<file path="config.mk">
export PLATFORM = sky130hd
export DESIGN_NAME = sin_datapath_flat
export DESIGN_NICKNAME = d
export VERILOG_FILES = /design/src/rtl/sin_datapath_if.sv /design/src/rtl/sin_datapath.sv /design/src/flat_wrapper.sv
export SDC_FILE = /design/constraint.sdc
export NUM_CORES = 1
export LEC_CHECK = 0
export BUFFER_PORTS_ARGS = -buffer_cell sky130_fd_sc_hd__buf_2
export CORE_MARGIN = 2
export CORE_UTILIZATION = 50
export CTS_CLUSTER_DIAMETER = 50
export DETAILED_ROUTE_END_ITERATION = 7
export PLACE_DENSITY = 0.66
export REMOVE_ABC_BUFFERS = 1
export SYNTH_ARGS = -nofsm -noshare
export SYNTH_HDL_FRONTEND = slang
export SYNTH_SLANG_ARGS = --single-unit
</file>
<file path="constraint.sdc">
create_clock -name clk -period 19.64 [get_ports clk]
set_clock_uncertainty 0.2 [all_clocks]
set_input_delay 0.982 -clock clk [delete_from_list [all_inputs] [get_ports clk]]
set_output_delay 0.982 -clock clk [all_outputs]
set_load 0.05 [all_outputs]
</file>
<file path="src/rtl/sin_datapath_if.sv">
// sin_datapath_if: strobe/data bundle between sin_controller and sin_datapath.
// The controller side (master) drives the operand and the per-cycle
// load/init/select/increment strobes; the datapath side (slave) returns the
// terminal-count flag and the accumulated result.
interface sin_datapath_if #(
  parameter int WIDTH = 16
);
  logic signed [WIDTH-1:0] x_in;
  logic                    load_xpowertwo;
  logic                    init_xpowertwo;
  logic                    load_mult_reg;
  logic                    init_mult_reg;
  logic                    load_result;
  logic                    init_result;
  logic                    inc_counter;
  logic                    init_counter;
  logic                    sel_mult_in;
  logic                    co;
  logic signed [WIDTH-1:0] result_o;

  modport master (
    output x_in,
    output load_xpowertwo,
    output init_xpowertwo,
    output load_mult_reg,
    output init_mult_reg,
    output load_result,
    output init_result,
    output inc_counter,
    output init_counter,
    output sel_mult_in,
    input  co,
    input  result_o
  );

  modport slave (
    input  x_in,
    input  load_xpowertwo,
    input  init_xpowertwo,
    input  load_mult_reg,
    input  init_mult_reg,
    input  load_result,
    input  init_result,
    input  inc_counter,
    input  init_counter,
    input  sel_mult_in,
    output co,
    output result_o
  );
endinterface

</file>
<file path="src/rtl/sin_datapath.sv">
// sin_datapath: fixed-point Taylor-series sine datapath.
// Holds x^2, the running term and the running sum, plus a small term counter
// whose terminal count (co) tells the controller to leave the ADD loop.
// Each term is produced as t_{k+1} = (t_k * x2) * coef[k] in two multiplies.
// Optional feature macro: SIN_DP_SAT_EN -- when defined the result adder
// saturates on signed overflow, otherwise it wraps modulo 2^WIDTH.
module sin_datapath #(
  parameter int WIDTH   = 16,
  parameter int FRAC    = 14,
  parameter int N_TERMS = 4
) (
  input  logic         clk,
  input  logic         rst_n,
  sin_datapath_if.slave dp
);

  localparam logic [2:0] CNT_LAST = 3'(N_TERMS - 1);
  localparam logic signed [WIDTH-1:0] RES_MAX = {1'b0, {(WIDTH-1){1'b1}}};
  localparam logic signed [WIDTH-1:0] RES_MIN = {1'b1, {(WIDTH-1){1'b0}}};

  // c_k = -1/((2k+2)(2k+3)) scaled by 2^FRAC, rounded to nearest, evaluated
  // at elaboration so the ROM tracks any FRAC setting.
  function automatic logic signed [WIDTH-1:0] coef_value(input int k);
    int den;
    den = (2 * k + 2) * (2 * k + 3);
    return WIDTH'(-(((1 << FRAC) + den / 2) / den));
  endfunction

  localparam logic signed [WIDTH-1:0] COEF_ROM [8] = '{
    coef_value(0), coef_value(1), coef_value(2), coef_value(3),
    coef_value(4), coef_value(5), coef_value(6), coef_value(7)
  };

  logic signed [WIDTH-1:0]   x2_q;
  logic signed [WIDTH-1:0]   term_q;
  logic signed [WIDTH-1:0]   result_q;
  logic        [2:0]         cnt_q;

  logic signed [2*WIDTH-1:0] sq_ext;
  logic signed [2*WIDTH-1:0] sq_prod;
  logic signed [WIDTH-1:0]   sq_val;
  logic signed [WIDTH-1:0]   mult_b;
  logic signed [2*WIDTH-1:0] mult_a_ext;
  logic signed [2*WIDTH-1:0] mult_b_ext;
  logic signed [2*WIDTH-1:0] mult_prod;
  logic signed [WIDTH-1:0]   mult_val;
  logic signed [WIDTH-1:0]   sum_val;
  logic                      prod_unused;

  // Squarer: full-width signed x*x, then keep bits [FRAC +: WIDTH], which is
  // the floor shift by FRAC truncated to WIDTH.
  always_comb begin
    sq_ext  = {{WIDTH{dp.x_in[WIDTH-1]}}, dp.x_in};
    sq_prod = sq_ext * sq_ext;
    sq_val  = sq_prod[FRAC +: WIDTH];
  end

  // Multiplier: term times either x2 or the coefficient for the current term
  // index, using the register values from before the edge.
  always_comb begin
    mult_b     = dp.sel_mult_in ? COEF_ROM[cnt_q] : x2_q;
    mult_a_ext = {{WIDTH{term_q[WIDTH-1]}}, term_q};
    mult_b_ext = {{WIDTH{mult_b[WIDTH-1]}}, mult_b};
    mult_prod  = mult_a_ext * mult_b_ext;
    mult_val   = mult_prod[FRAC +: WIDTH];
  end

  // Product bits outside the kept window are intentionally discarded.
  assign prod_unused = ^{sq_prod[2*WIDTH-1:FRAC+WIDTH], sq_prod[FRAC-1:0],
                         mult_prod[2*WIDTH-1:FRAC+WIDTH], mult_prod[FRAC-1:0]};

`ifdef SIN_DP_SAT_EN
  logic signed [WIDTH:0] sum_wide;

  // Saturating adder: one extra bit exposes signed overflow, which is then
  // clamped toward the sign of the true sum.
  always_comb begin
    sum_wide = {result_q[WIDTH-1], result_q} + {term_q[WIDTH-1], term_q};
    sum_val  = sum_wide[WIDTH-1:0];
    if (sum_wide[WIDTH] != sum_wide[WIDTH-1]) begin
      sum_val = sum_wide[WIDTH] ? RES_MIN : RES_MAX;
    end
  end
`else
  logic [1:0] sat_unused;

  // Wrapping adder: plain modulo-2^WIDTH sum.
  always_comb begin
    sum_val    = result_q + term_q;
    sat_unused = {RES_MAX[0], RES_MIN[0]};
  end
`endif

  // x^2 register: cleared by init, captures the squarer on load.
  always_ff @(posedge clk) begin
    if (!rst_n) begin
      x2_q <= '0;
    end else if (dp.init_xpowertwo) begin
      x2_q <= '0;
    end else if (dp.load_xpowertwo) begin
      x2_q <= sq_val;
    end
  end

  // Term register: preset to x (first Taylor term) or updated by the multiplier.
  always_ff @(posedge clk) begin
    if (!rst_n) begin
      term_q <= '0;
    end else if (dp.init_mult_reg) begin
      term_q <= dp.x_in;
    end else if (dp.load_mult_reg) begin
      term_q <= mult_val;
    end
  end

  // Result accumulator: cleared by init, adds the current term on load.
  always_ff @(posedge clk) begin
    if (!rst_n) begin
      result_q <= '0;
    end else if (dp.init_result) begin
      result_q <= '0;
    end else if (dp.load_result) begin
      result_q <= sum_val;
    end
  end

  // Term counter: saturates at the last term index so co stays asserted.
  always_ff @(posedge clk) begin
    if (!rst_n) begin
      cnt_q <= '0;
    end else if (dp.init_counter) begin
      cnt_q <= '0;
    end else if (dp.inc_counter && (cnt_q != CNT_LAST)) begin
      cnt_q <= cnt_q + 3'd1;
    end
  end

  assign dp.co       = (cnt_q == CNT_LAST);
  assign dp.result_o = result_q;

endmodule

</file>
<file path="src/flat_wrapper.sv">
// flat-port wrapper written by rule: the top's interface ports become plain ports
module sin_datapath_flat 
#(
  parameter int WIDTH   = 16,
  parameter int FRAC    = 14,
  parameter int N_TERMS = 4
)
  (clk, rst_n, dp_x_in, dp_load_xpowertwo, dp_init_xpowertwo, dp_load_mult_reg, dp_init_mult_reg, dp_load_result, dp_init_result, dp_inc_counter, dp_init_counter, dp_sel_mult_in, dp_co, dp_result_o);
  sin_datapath_if #(.WIDTH(WIDTH)) dp_i ();
  input  logic clk;
  input  logic rst_n;
  input wire logic [$bits(dp_i.x_in)-1:0] dp_x_in;
  input wire logic [$bits(dp_i.load_xpowertwo)-1:0] dp_load_xpowertwo;
  input wire logic [$bits(dp_i.init_xpowertwo)-1:0] dp_init_xpowertwo;
  input wire logic [$bits(dp_i.load_mult_reg)-1:0] dp_load_mult_reg;
  input wire logic [$bits(dp_i.init_mult_reg)-1:0] dp_init_mult_reg;
  input wire logic [$bits(dp_i.load_result)-1:0] dp_load_result;
  input wire logic [$bits(dp_i.init_result)-1:0] dp_init_result;
  input wire logic [$bits(dp_i.inc_counter)-1:0] dp_inc_counter;
  input wire logic [$bits(dp_i.init_counter)-1:0] dp_init_counter;
  input wire logic [$bits(dp_i.sel_mult_in)-1:0] dp_sel_mult_in;
  output wire logic [$bits(dp_i.co)-1:0] dp_co;
  output wire logic [$bits(dp_i.result_o)-1:0] dp_result_o;
  assign dp_i.x_in = dp_x_in;
  assign dp_i.load_xpowertwo = dp_load_xpowertwo;
  assign dp_i.init_xpowertwo = dp_init_xpowertwo;
  assign dp_i.load_mult_reg = dp_load_mult_reg;
  assign dp_i.init_mult_reg = dp_init_mult_reg;
  assign dp_i.load_result = dp_load_result;
  assign dp_i.init_result = dp_init_result;
  assign dp_i.inc_counter = dp_inc_counter;
  assign dp_i.init_counter = dp_init_counter;
  assign dp_i.sel_mult_in = dp_sel_mult_in;
  assign dp_co = dp_i.co;
  assign dp_result_o = dp_i.result_o;
  sin_datapath #(.WIDTH(WIDTH), .FRAC(FRAC), .N_TERMS(N_TERMS)) u_core (.clk(clk), .rst_n(rst_n), .dp(dp_i));
endmodule
</file>
==> summary.md <==
| Metric | Value |
|---|---|
| Status | finished, final reports clean |
| Rows | 73 |
| Crit path time final | 7718 ps |
| Fill cells | 3685 |
| Critical path's largest stage delay | 750 ps |
| Crit-path max FO | 26 |
| Largest net degree at the start of global routing | 27 |
| Dpl hpwl | 37440 microns |
| DR pass1 iterations | 5 |
| Max-cap violations | 0 |
| Clock latency on the worst-skew pair | 320 ps |
| Clk root buf | clkbuf_16 |
| Routed Wire Length | 46940 microns |
| Seq cells post-synth | 51 |
| Core area | 39640 sq um |
| Top cell type's share of synthesized area | 47.16% |
| Seq/Total Area, Yosys | 5.096% |
| Routed WL per cell | 17.33 microns |
| Synth Area in Compound Gates | 5.733% |
| Netlist cell types | 65 |
| Slew Limit Fails | 0 |
| Most used cell, CP | fa_1 |
| Post-Synth Simple-Gate Area | 13.60% |
| Antenna viol nets, final | 0 |
| Worst hold slack | 286.3 ps |
| HP Class | reg -> reg |
| Largest family of logic cells by synthesized area | adder cells |
| CP top delay family | adder cells |
| # diodes | 0 |
| Cells after synthesis | 2197 |
| Layout cells sized above 1 | 4.167% |
| Setup CP Type | in -> reg |
| Slew margin rel. | 26.18% |
| Buf+Inv Stages, Crit Path | 4 |
| Top post-synthesis cells by count | inv_1, fa_1, nand2_1 |
| Vias in the first global route | 15.70k |
| Crit-path cells | buf_2 > a31o_2 > nand2_1 > fa_1 > fa_1 > inv_1 > fa_1 > fa_1 > fa_1 > inv_1 > fa_1 > inv_1 > ha_1 > and4_1 > a221o_1 > and3_1 > a21oi_2 > a31oi_1 > or3_1 > a221oi_1 |
| Xor/xnor share of the synthesized area | 3.148% |
| Final #Nets | 2860 |
| CTS max path bufs | 2 |
| Arrival time worst endpoint | 7740 ps |
| TritonCTS clock tree | yes |
| Area of the multi-input gates | 16480 sq um |
| Via Count | 14.11k |
| Final setup viols | 0 |
| Syn avg cell area | 9.119 sq um |
| Synth Area in Adders | 58.28% |
| Gr ovfl total | 0 |
| Fmax | 129.6 MHz |
| Total Die Area | 41690 sq um |
| Worst setup SP type | primary input |
| GRT Resource Usage Total | 24.46% |
| Synth area leaders | fa_1, inv_1, ha_1 |
| Primary FF master, synth | dfxtp_1 |
| Antenna violations before repair | 5 |
| Top-count cell post-synth | inv_1 |
| Drc violations | 0 |
| RSZ-0062 raised after global routing | no |
| Number of synthesized flops with an enable pin | 0 |
| IO Port Bufs | 43 |
| First-pass GRT wire length | 79830 microns |
| Die height | 204.2 microns |
| Register area | 1021 sq um |
| Mapped cell area | 20030 sq um |
| CTS resizes | 0 |
| Die X | 204.2 microns |
| Initial Util | 50.54% |
| DRT iter0 DRCs | 771 |
| Slowest CP cell | fa_1 |
| Final Hold Fails | 0 |
| Worst setup EP type | register |
| H-tree levels | 2 |
| Setup TNS | 0 ps |
| Post-CTS Setup Bufs | 0 |
| # hold bufs at CTS | 0 |
| Post-synth top area cell | fa_1 |
| Async SR Flop Fraction | 0% |
| Worst-Margin Slew | 1106 ps |
| Yosys warning total | 0 |
| Final period util | 39.30% |
| Mux share of post-synthesis cell area | 1.511% |
| Area grow syn2layout | 4.134% |
| Worst-path clk slew | 80 ps |
| Clock Sink Count | 51 |
| Critical Path RT | 19660 ps |
| DR vias/cell | 5.207 |
| Num CTS Buffers | 5 |
| Top Ports | 44 |
| GPL Wtd Cong | 0.8683 |
[metrics by stage]
stage / cell area, sq um / std cells / setup slack [ps] / utilization [%]
floorplan: 19750 / 2121 / 12250 / -
global placement: 20710 / 2701 / 11750 / 52.24
detailed placement: 20710 / 2701 / 11620 / 52.24
CTS: 20860 / 2709 / 11930 / 52.63
global route: 20860 / 2709 / 11500 / 52.63
finish: 20860 / 2709 / 11920 / 52.63
[worst paths after layout]
| kind | end | from | cells past startpoint | slack [ps] |
|---|---|---|---|---|
| worst min-delay path | u_core.x2_q[1] | u_core.x2_q[1] | 2 | 290 |
| worst min register to register | u_core.x2_q[1] | u_core.x2_q[1] | 2 | 290 |
| worst max register to register | u_core.term_q[9] | u_core.cnt_q[1] | 27 | 12040 |
| worst max-delay path | u_core.term_q[13] | dp_sel_mult_in | 20 | 11920 |
[per-layer routing]
| layer | part of all wire, % | track usage [%] |
|---|---|---|
| met1 | 43 | 33.00 |
| met2 | 49 | 41.90 |
| met3 | 6.1 | 3.444 |
| met4 | 2.1 | 5.590 |
| met5 | 0.12 | 0 |
[area by class of cell]
| type | instances | share of cell area [%] |
|---|---|---|
| flip-flops and latches | 51 | 4.894 |
| well taps | 525 | 3.149 |
| inverters | 598 | 10.76 |
| multi-input cells | 1472 | 79.00 |
| clock inverters | 3 | 0.1319 |
| clock buffers | 5 | 0.5997 |
| repair buffers | 55 | 1.463 |
[worst min-delay path: stages (launching register included)]
cell and delay, ps:
dfxtp_1 320, mux2i_1 60, nor2_1 70
[kinds of logic after synthesis]
kind of cell	count (synthesis)
simple gates	556
flops	51
buf+inv	674
xor+xnor	72
compound gates	164
mux	30
fa+ha+maj	650
[cell usage in the layout (no fill, tap or decap), types with 48 or more instances in the layout]
master	instances
inv_1	596
fa_1	472
nand2_1	210
ha_1	178
and2_1	119
nor2_1	95
a21oi_1	52
dfxtp_1	51
nor2b_1	48
xnor2_1	48
[state kept, by name, summed over array words and instances, names as in the netlist]
name / cells
u_core.dp.result_o: 16
u_core.term_q: 16
u_core.x2_q: 16
u_core.cnt_q: 3
Power is left out: the tool's default activity adds up to more than one toggle a clock period on the data nets, which glitch-free logic cannot reach.
